[src/rtl/alu_control_seq_if.sv]
// rtl/alu_control_seq_if.sv - decode request and ALU/MDU control bundle for alu_control_seq
interface alu_control_seq_if #(
  parameter int CTRL_W = 4
);
  logic              in_valid;
  logic              flush;
  logic [1:0]        alu_op;
  logic [5:0]        funct;
  logic [5:0]        opcode;
  logic [CTRL_W-1:0] alu_ctrl;
  logic              jr;
  logic              illegal;
  logic [1:0]        mf_sel;
  logic              mdu_start;
  logic [1:0]        mdu_op;
  logic              busy;
  logic              hilo_we;
  logic              stall;

  modport master (
    output in_valid, flush, alu_op, funct, opcode,
    input  alu_ctrl, jr, illegal, mf_sel, mdu_start, mdu_op, busy, hilo_we, stall
  );

  modport slave (
    input  in_valid, flush, alu_op, funct, opcode,
    output alu_ctrl, jr, illegal, mf_sel, mdu_start, mdu_op, busy, hilo_we, stall
  );
endinterface

[src/rtl/alu_control_seq.sv]
// rtl/alu_control_seq.sv - MIPS32 ALU control decode plus multi-cycle MDU sequencer
module alu_control_seq #(
  parameter int CTRL_W     = 4,
  parameter int MUL_CYCLES = 32,
  parameter int DIV_CYCLES = 33,
  parameter int REG_OUT    = 1
) (
  input  logic              clk,
  input  logic              reset,
  alu_control_seq_if.slave  bus
);
  localparam logic [3:0] C_AND  = 4'b0000;
  localparam logic [3:0] C_OR   = 4'b0001;
  localparam logic [3:0] C_ADD  = 4'b0010;
  localparam logic [3:0] C_XOR  = 4'b0011;
  localparam logic [3:0] C_NOR  = 4'b0100;
  localparam logic [3:0] C_SLL  = 4'b0101;
  localparam logic [3:0] C_SUB  = 4'b0110;
  localparam logic [3:0] C_SLT  = 4'b0111;
  localparam logic [3:0] C_SRL  = 4'b1000;
  localparam logic [3:0] C_SLTU = 4'b1001;
  localparam logic [3:0] C_NOP  = 4'b1111;
  localparam logic [5:0] MUL_N1 = 6'(MUL_CYCLES - 1);
  localparam logic [5:0] DIV_N1 = 6'(DIV_CYCLES - 1);

  typedef enum logic [1:0] {IDLE, BUSY, DONE} state_t;

  state_t     state, state_nxt;
  logic [5:0] cnt, cnt_nxt;
  logic [1:0] op_q, op_nxt;
  logic       start_q, start_nxt;
  logic       hilo_we_c;

  logic [3:0] dec_ctrl;
  logic       dec_jr, dec_ill, is_mdu, is_mf;
  logic [1:0] dec_mf;
  logic       busy_c, stall_c;

  always_comb begin
    dec_ctrl = C_NOP;
    dec_jr   = 1'b0;
    dec_ill  = 1'b0;
    dec_mf   = 2'b00;
    is_mdu   = 1'b0;
    is_mf    = 1'b0;
    if (bus.in_valid) begin
      case (bus.alu_op)
        2'b00: dec_ctrl = C_ADD;
        2'b01: dec_ctrl = C_SUB;
        2'b10: begin
          case (bus.funct)
            6'b100000, 6'b100001: dec_ctrl = C_ADD;
            6'b100010, 6'b100011: dec_ctrl = C_SUB;
            6'b100100: dec_ctrl = C_AND;
            6'b100101: dec_ctrl = C_OR;
            6'b100110: dec_ctrl = C_XOR;
            6'b100111: dec_ctrl = C_NOR;
            6'b101010: dec_ctrl = C_SLT;
            6'b101011: dec_ctrl = C_SLTU;
            6'b000000: dec_ctrl = C_SLL;
            6'b000010: dec_ctrl = C_SRL;
            6'b001000: dec_jr = 1'b1;
            6'b011000, 6'b011001, 6'b011010, 6'b011011: is_mdu = 1'b1;
            6'b010000: begin dec_mf = 2'b01; is_mf = 1'b1; end
            6'b010010: begin dec_mf = 2'b10; is_mf = 1'b1; end
            default: dec_ill = 1'b1;
          endcase
        end
        default: begin
          case (bus.opcode)
            6'b001000, 6'b001001: dec_ctrl = C_ADD;
            6'b001100: dec_ctrl = C_AND;
            6'b001101: dec_ctrl = C_OR;
            6'b001110: dec_ctrl = C_XOR;
            6'b001010: dec_ctrl = C_SLT;
            6'b001011: dec_ctrl = C_SLTU;
            default:   dec_ill  = 1'b1;
          endcase
        end
      endcase
    end
  end

  // MFHI/MFLO wait through DONE so they observe the freshly written HI/LO
  assign busy_c  = (state != IDLE);
  assign stall_c = busy_c & (is_mdu | is_mf);

  always_ff @(posedge clk or posedge reset) begin
    if (reset) begin
      state   <= IDLE;
      cnt     <= 6'd0;
      op_q    <= 2'b00;
      start_q <= 1'b0;
    end else begin
      state   <= state_nxt;
      cnt     <= cnt_nxt;
      op_q    <= op_nxt;
      start_q <= start_nxt;
    end
  end

  always_comb begin
    state_nxt = state;
    cnt_nxt   = cnt;
    op_nxt    = op_q;
    start_nxt = 1'b0;
    hilo_we_c = 1'b0;
    case (state)
      IDLE: begin
        if (is_mdu && !bus.flush) begin
          state_nxt = BUSY;
          cnt_nxt   = bus.funct[1] ? DIV_N1 : MUL_N1;
          op_nxt    = bus.funct[1:0];
          start_nxt = 1'b1;
        end
      end
      BUSY: begin
        if (bus.flush)       state_nxt = IDLE;
        else if (cnt == 6'd0) state_nxt = DONE;
        else                 cnt_nxt = cnt - 6'd1;
      end
      DONE: begin
        hilo_we_c = !bus.flush;
        state_nxt = IDLE;
      end
      default: state_nxt = IDLE;
    endcase
  end

  logic [3:0] ctrl_o;
  logic       jr_o, ill_o;
  logic [1:0] mf_o;

  generate
    if (REG_OUT != 0) begin : g_reg
      always_ff @(posedge clk or posedge reset) begin
        if (reset) begin
          ctrl_o <= C_NOP;
          jr_o   <= 1'b0;
          ill_o  <= 1'b0;
          mf_o   <= 2'b00;
        end else if (!stall_c) begin
          ctrl_o <= dec_ctrl;
          jr_o   <= dec_jr;
          ill_o  <= dec_ill;
          mf_o   <= dec_mf;
        end
      end
    end else begin : g_comb
      always_comb begin
        ctrl_o = dec_ctrl;
        jr_o   = dec_jr;
        ill_o  = dec_ill;
        mf_o   = dec_mf;
      end
    end
  endgenerate

  assign bus.alu_ctrl  = CTRL_W'(ctrl_o);
  assign bus.jr        = jr_o;
  assign bus.illegal   = ill_o;
  assign bus.mf_sel    = mf_o;
  assign bus.mdu_start = start_q;
  assign bus.mdu_op    = op_q;
  assign bus.busy      = busy_c;
  assign bus.hilo_we   = hilo_we_c;
  assign bus.stall     = stall_c;
endmodule
[src/flat_wrapper.sv]
// flat-port wrapper written by rule: the top's interface ports become plain ports
module alu_control_seq_flat 
#(
  parameter int CTRL_W     = 4,
  parameter int MUL_CYCLES = 32,
  parameter int DIV_CYCLES = 33,
  parameter int REG_OUT    = 1
)
  (clk, reset, bus_in_valid, bus_flush, bus_alu_op, bus_funct, bus_opcode, bus_alu_ctrl, bus_jr, bus_illegal, bus_mf_sel, bus_mdu_start, bus_mdu_op, bus_busy, bus_hilo_we, bus_stall);
  alu_control_seq_if #(.CTRL_W(CTRL_W)) bus_i ();
  input  logic clk;
  input  logic reset;
  input wire logic [$bits(bus_i.in_valid)-1:0] bus_in_valid;
  input wire logic [$bits(bus_i.flush)-1:0] bus_flush;
  input wire logic [$bits(bus_i.alu_op)-1:0] bus_alu_op;
  input wire logic [$bits(bus_i.funct)-1:0] bus_funct;
  input wire logic [$bits(bus_i.opcode)-1:0] bus_opcode;
  output wire logic [$bits(bus_i.alu_ctrl)-1:0] bus_alu_ctrl;
  output wire logic [$bits(bus_i.jr)-1:0] bus_jr;
  output wire logic [$bits(bus_i.illegal)-1:0] bus_illegal;
  output wire logic [$bits(bus_i.mf_sel)-1:0] bus_mf_sel;
  output wire logic [$bits(bus_i.mdu_start)-1:0] bus_mdu_start;
  output wire logic [$bits(bus_i.mdu_op)-1:0] bus_mdu_op;
  output wire logic [$bits(bus_i.busy)-1:0] bus_busy;
  output wire logic [$bits(bus_i.hilo_we)-1:0] bus_hilo_we;
  output wire logic [$bits(bus_i.stall)-1:0] bus_stall;
  assign bus_i.in_valid = bus_in_valid;
  assign bus_i.flush = bus_flush;
  assign bus_i.alu_op = bus_alu_op;
  assign bus_i.funct = bus_funct;
  assign bus_i.opcode = bus_opcode;
  assign bus_alu_ctrl = bus_i.alu_ctrl;
  assign bus_jr = bus_i.jr;
  assign bus_illegal = bus_i.illegal;
  assign bus_mf_sel = bus_i.mf_sel;
  assign bus_mdu_start = bus_i.mdu_start;
  assign bus_mdu_op = bus_i.mdu_op;
  assign bus_busy = bus_i.busy;
  assign bus_hilo_we = bus_i.hilo_we;
  assign bus_stall = bus_i.stall;
  alu_control_seq #(.CTRL_W(CTRL_W), .MUL_CYCLES(MUL_CYCLES), .DIV_CYCLES(DIV_CYCLES), .REG_OUT(REG_OUT)) u_core (.clk(clk), .reset(reset), .bus(bus_i));
endmodule
[config.mk]
export PLATFORM = sky130hd
export DESIGN_NAME = alu_control_seq_flat
export DESIGN_NICKNAME = d
export VERILOG_FILES = /design/src/rtl/alu_control_seq_if.sv /design/src/rtl/alu_control_seq.sv /design/src/flat_wrapper.sv
export SDC_FILE = /design/constraint.sdc
export NUM_CORES = 1
export LEC_CHECK = 0
export BUFFER_PORTS_ARGS = -buffer_cell sky130_fd_sc_hd__clkbuf_2
export CAP_MARGIN = 5
export CORE_UTILIZATION = 50
export DETAILED_ROUTE_END_ITERATION = 6
export PLACE_DENSITY = 0.83
export SLEW_MARGIN = 15
export SYNTH_ARGS = -nofsm -noshare
export SYNTH_HDL_FRONTEND = slang
export SYNTH_SLANG_ARGS = --single-unit
export TNS_END_PERCENT = 50
[constraint.sdc]
create_clock -name clk -period 4.6 [get_ports clk]
set_clock_uncertainty 0.05 [all_clocks]
set_input_delay 0 -clock clk [delete_from_list [all_inputs] [get_ports clk]]
set_output_delay 0 -clock clk [all_outputs]
set_load 0.02 [all_outputs]
**Yosys cells after proc, flatten, opt, wreduce, memory -nomap -nowiden**

Cells that the tools add are included.

- Add/subtract/negate cells: 1
- Equality and inequality tests: 33
- Mux-type cells: 32
- Bitwise logic cells: 2
- Reductions and logical operators: 19

Operator list:

| kind | number |
|---|---|
| equality test 6 bit, second input constant | 10 |
| equality test 6 x 4 -> 1 bit, second input constant | 8 |
| one-hot mux 4 bit (10 select lines) | 1 |
| equality test 6 x 5 -> 1 bit, second input constant | 6 |
| 2-to-1 mux 6 bit | 4 |
| one-hot mux 4 bit (6 select lines) | 1 |
| OR reduction 19 bit | 1 |
| 2-to-1 mux 1 bit | 15 |
| zero test 6 bit | 2 |
| one-hot mux 4 bit (3 select lines) | 1 |
| one-hot mux 6 bit (2 select lines) | 1 |
| 2-to-1 mux 2 bit | 5 |
| OR reduction 2 bit | 5 |
| one-hot mux 2 bit (2 select lines) | 2 |
| OR reduction 7 bit | 1 |
| equality test 6 x 2 -> 1 bit, second input constant | 1 |
| subtractor 6 x 1 -> 6 bit, second input constant | 1 |
| equality test 2 x 1 -> 1 bit, second input constant | 2 |
| equality test 2 bit, second input constant | 2 |
| zero test 2 bit | 2 |
| 2-to-1 mux 4 bit | 1 |
| != test 2 bit, second input constant | 2 |
| AND reduction 2 bit | 2 |
| AND reduction 4 bit | 1 |
| other kinds (9) | 10 |

- Bits in registers: 19
- Bits of input ports: 18
- Output and inout port bits: 14
- Word-level logic and storage cells: 95

**Longest topological paths before layout**

- Depth in word-level cells: 8
- Gate-level depth with buffers: 7
- Gate-level depth less buffers: 6

**Least setup slack after synthesis**

OpenSTA, ideal clock, no wires.

- Path type: reg2reg
- Start: register u_core.cnt[0]
- End: register u_core.cnt[1]
- Library setup time: 0.125 ns
- Arrival time: 1.558 ns
- Data required time: 4.425 ns
- Path slack: 2.867 ns
- Cell stages (with the launch flop): 7
- Buffers on the path: 0
- Period minus slack after synthesis: 1.733 ns
- Path through: dfrtp_1 > inv_1 > ha_1 > nand2b_1 > nor3_1 > o31ai_2 > mux2_2

- Cells in the longest elaborated chain, start to end: 4
- Elaborated cells between the ends (all ways): 7
- Those cells by class: add/sub (1); eq/ne (1); mux (3); reduce/logical (2)

RTL lines:

| item | line | source |
|---|---|---|
| start: declaration | alu_control_seq.sv:29 | `logic [5:0] cnt, cnt_nxt;` |
| start signal: assignment | alu_control_seq.sv:96 | `cnt <= cnt_nxt;` |
| subtractor 6 x 1 -> 6 bit | alu_control_seq.sv:120 | `else cnt_nxt = cnt - 6'd1;` |
| 2-to-1 mux 6 bit | alu_control_seq.sv:119 | `else if (cnt == 6'd0) state_nxt = DONE;` |
| 2-to-1 mux 6 bit | alu_control_seq.sv:118 | `if (bus.flush) state_nxt = IDLE;` |
| one-hot mux 6 bit (2 select lines) | alu_control_seq.sv:108 | `case (state)` |

Parallel ways exist; a longest one is shown, timed or not. The select of a mux whose other input is x is not followed.
A chain may end at the register's enable or synchronous reset.

**Worst setup path after layout**

- Start: input port bus_funct[4]
- End: register u_core.ctrl_o[0], in the netlist u_core.bus.alu_ctrl[0]

- Cells in the longest elaborated chain, start to end: 7
- Elaborated cells between the ends (all ways): 33
- Those cells by class: eq/ne (17); mux (9); bitwise (2); reduce/logical (5)

RTL lines:

| item | line | source |
|---|---|---|
| start: declaration | flat_wrapper.sv:16 | `input wire logic [$bits(bus_i.funct)-1:0] bus_funct;` |
| equality test 6 x 5 -> 1 bit | alu_control_seq.sv:51 | `case (bus.funct)` |
| OR reduction 4 bit / OR reduction 2 bit (equally long branches) | -- |  |
| 2-to-1 mux 1 bit | alu_control_seq.sv:51 |  |
| 2-to-1 mux 1 bit | alu_control_seq.sv:47 | `case (bus.alu_op)` |
| 2-to-1 mux 1 bit | alu_control_seq.sv:46 | `if (bus.in_valid) begin` |
| bitwise OR 1 bit | alu_control_seq.sv:86 | `assign stall_c = busy_c & (is_mdu \| is_mf);` |
| AND 1 bit | alu_control_seq.sv:86 |  |
| end signal: assignment | alu_control_seq.sv:143 | `ctrl_o <= dec_ctrl;` |
| end: declaration | alu_control_seq.sv:130 | `logic [3:0] ctrl_o;` |

Parallel ways exist; a longest one is shown, timed or not.

==> flow_results.org <==
** Logic synthesis
- The commonest cells after synthesis are dfrtp_1, inv_1, nand2_1, nor2_1, a21oi_1.
- The synthesized design spends more area on one cell type than any other, namely dfrtp_1.
- Counting every instance in the synthesized netlist gives between 100 and 150.
- When the netlist entered floorplanning its net count stood at 166.
- Proportion of synthesized chip area in sequential cells :: 0.364
- Synthesis instantiated 53 different standard cells from the library.
- By instance count, the leading cell after synthesis is dfrtp_1.
- Count of state elements after synthesis :: 19
- Area share of the largest cell type after synthesis :: 0.284
- Main area contributors after synthesis :: dfrtp_1, dfstp_2, inv_1, nand2_1, a21oi_1
- After synthesis, the mean cell area works out to 8.98 um2.
- Number of warnings printed during yosys synthesis :: 0
- Yosys mapped a number of flops with a built-in enable equal to 0.
- For this run, the leading register cell type out of synthesis is dfrtp_1.
- The mapped netlist covers about 1300 um2.
- Synth async-reset ratio :: 1.00

** CTS
- Hold Buf Count CTS :: 7
- CTS built an H-tree with a depth of 1.
- After clock tree synthesis, the clock-pin slew on the worst setup and hold paths is ~0.11 ns.
- Clock net sink count :: 19
- CTS root buf :: clkbuf_4
- TritonCTS created 3 clock buffers.
- Total setup buffers inserted after CTS :: 0
- The clock passes through at most 2 buffers.
- Worst skew pair latency :: 0.31 ns
- # resized after CTS :: 0
- TritonCTS clock tree :: built

** Critical path
- The worst setup path is of the in2reg kind.
- Crit-path cells :: dlygate4sd3_1 > clkbuf_2 > or3b_1 > or4_1 > o32ai_2 > a21oi_2 > dlygate4sd3_1
- Counting buffers and inverters, the worst setup path is 7 cells deep.
- Family with the most delay on the worst path :: buffers and inverters
- STA puts the critical path data required time at between 4 and 5 ns.
- Worst reg-to-reg setup slack :: 2.37 ns
- Data arrives at the worst endpoint at 2.58 ns.
- Reg-to-reg endpoint :: u_core.bus.alu_ctrl[0]
- CP endpoint :: u_core.bus.alu_ctrl[0]
- STA classifies the critical path startpoint as an input pin.
- Worst reg-to-reg path cell count :: 5
- The startpoint identified for the worst register-to-register timing path is u_core.state[0].
- Slowest stage cell, crit path :: or4_1
- The cell that appears most often on the critical path is dlygate4sd3_1.
- The worst setup path is captured at a flip-flop.
- Worst Setup SP :: bus_funct[4]
- Max incr delay on CP :: between 0.7 and 0.8 ns
- The critical path contains buffers and inverters numbering 3 combined.
- Largest fanout on the critical path :: 8

** GRT
- Maximum number of pins on one net before global-route repair :: 20
- After global routing the overflow that remains totals 0.
- The number of global-route vias before repair is about 1200.
- For this run, the total global-route usage over all layers was measured as 0.260.
- Number of antenna violations at the first check in global routing :: 0
- Wire length of the first global-routing pass :: ~5400 um

** Power
- VDD sags by at most between 0.15 and 0.2 mV.
- Leakage dissipation :: around 0.70 nW
- The completed layout was analyzed and its total power is 0.000387 W.
- Power spread over the standard cell area amounts to 250 nW/um2.

** Finish
- Total of fill cells in the finished design :: roughly 220
- The final layout contains approximately 200 nets.
- In the final layout, the share of cells above drive strength 1 is 0.282.
- The area growth from synthesis to layout is 17.1%.
- 0 antenna diodes ended up in the layout.

** Drt
- Once detail routing completed, the nets flagged for antenna violations numbered 0.
- In the routed design, unresolved DRC markers number 0.
- Routed Wire Length :: between 3000 and 4000 um
- In the routed layout, each cell is associated on average with a via count of between 6 and 7.
- Detailed routing inserted a total of between 1000 and 1500 vias.
- Number of violations reported at the end of detailed-routing iteration 0 :: 76
- In the final routed layout, each cell accounts on average for approximately 15 um.
- DRT Pass-1 Iters :: 5

** Worst hold path
- The worst hold path was traced through 4 stages.
- Type of the worst min-delay path :: in2reg

** STA
- Final Hold Fails :: 0
- The worst path in the final design needs a cycle of about 2.4 ns, including I/O delays and setup.
- Adding up every negative setup slack in the final design gives 0 ns.
- Measured against its own limit, the worst slew margin works out to 0.526.
- Slew at the pin closest to its max-slew limit :: between 0.7 and 0.8 ns
- Setup violations remaining at the end of the flow were counted as 0.
- Based on the critical path, the design can be clocked at up to approximately 420 MHz.
- Setup repair after global routing left no endpoint under its margin.
- Max-slew violations :: 0
- Dividing the final minimum period by the clock period gives 0.519.

** Placed design
- The congestion estimate from routability-driven global placement came to around 0.9.
- Number of buffer cells added on primary ports :: 31
- HPWL after DPL :: between 2000 and 2500 um

** Floorplan
- I/O pins :: 32
- The die is between 50 and 60 um tall.
- Floorplan die width :: 53.4 um
- Starting utilization of the core area :: 0.533
- Std cell rows :: 18
- Core area :: roughly 2500 um2
- The floorplan step defined a die boundary enclosing 2850 um2.

** Status
- Outcome :: complete, no violations

** Run
- Max-cap viol count :: 0
## flip-flops by register name, summed over array words and instances (netlist names)
name and count:
u_core.bus.mdu_start 1, u_core.bus.alu_ctrl 4, u_core.cnt 6, u_core.state 2
u_core.bus.mdu_op 2, u_core.bus.jr 1, u_core.bus.mf_sel 2, u_core.bus.illegal 1
## metrics by stage
step / util / setup slack [ns] / cell area [um2] / hold WS, ns / cells
finish: 0.624 / 2.21 / 1550 / 0.0276 / 211
global route: 0.624 / 2.15 / 1550 / 0.0480 / 211
CTS: 0.624 / 2.24 / 1550 / 0.00569 / 211
detailed placement: 0.583 / 2.66 / 1450 / 0.0839 / 200
global placement: 0.583 / 2.77 / 1450 / 0.0784 / 200
floorplan: - / 2.87 / 1320 / -0.102 / 147
## worst register-to-register path, cell delays in order (launching register included)
cell	delay (ns)
dfrtp_1	0.42
nor2_1	0.12
or4_1	0.75
o32ai_2	0.22
a21oi_2	0.04
dlygate4sd3_1	0.57
## routing by layer
metal	vias up	share of wire	wire [um]	track usage
met4	0	0.018	60	0.105
met2	84	0.48	1560	0.413
met5	-	0	0	0
met3	10	0.082	268	0.0431
li1	619	-	-	-
met1	591	0.42	1360	0.346
## power breakdown
| part | switching, W | internal, W | total (W) |
|---|---|---|---|
| Combinational | 0.0000567 | 0.0000414 | 0.0000981 |
| Clock | 0.0000581 | 0.0000332 | 0.0000912 |
| Sequential | 0.0000131 | 0.000185 | 0.000198 |
## placed cells by master (no fill, tap or decap), types with 3 or more instances in the layout
cell type / n
dfrtp_1: 15
nor2_1: 10
o211ai_1: 3
nor2b_1: 3
a32o_1: 3
o21ai_0: 6
clkbuf_2: 31
nand2_1: 12
nand2b_1: 3
clkbuf_4: 3
inv_1: 12
nor3_1: 5
dfstp_2: 4
dlygate4sd3_1: 7
nand3b_1: 3
nand3_1: 3
a21oi_1: 8
## final cells by class
cell class	instances	area [um2]	area share
multi-input cells	107	718	0.465
flip-flops and latches	19	480	0.311
repair buffers	38	225	0.146
inverters	13	53.8	0.0348
well taps	30	37.5	0.0243
clock buffers	3	22.5	0.0146
clock inverters	1	7.51	0.00486
## how the worst min path moves through the flow
stage                        startpoint                      to  slack (ns)
after floorplan                   reset      u_core.bus.illegal       -0.10
after global placement            reset      u_core.bus.illegal        0.08
after detailed placement          reset      u_core.bus.illegal        0.08
after CTS                 bus_alu_op[1]  u_core.bus.alu_ctrl[1]       0.006
after global routing      bus_alu_op[1]  u_core.bus.alu_ctrl[1]        0.05
final                     bus_alu_op[1]  u_core.bus.alu_ctrl[1]        0.03
## cell families after synthesis
group / Yosys count / synth area share
AOI/OAI and AO/OA: 46 / 0.269
xor gates and xnor gates: 1 / 0.00664
adders and majority gates: 1 / 0.00948
buffers and inverters: 21 / 0.0919
DFF: 19 / 0.364
muxes: 2 / 0.0171
and+or+nand+nor: 57 / 0.242
No activity file was read; power rests on OpenSTA's default activity.
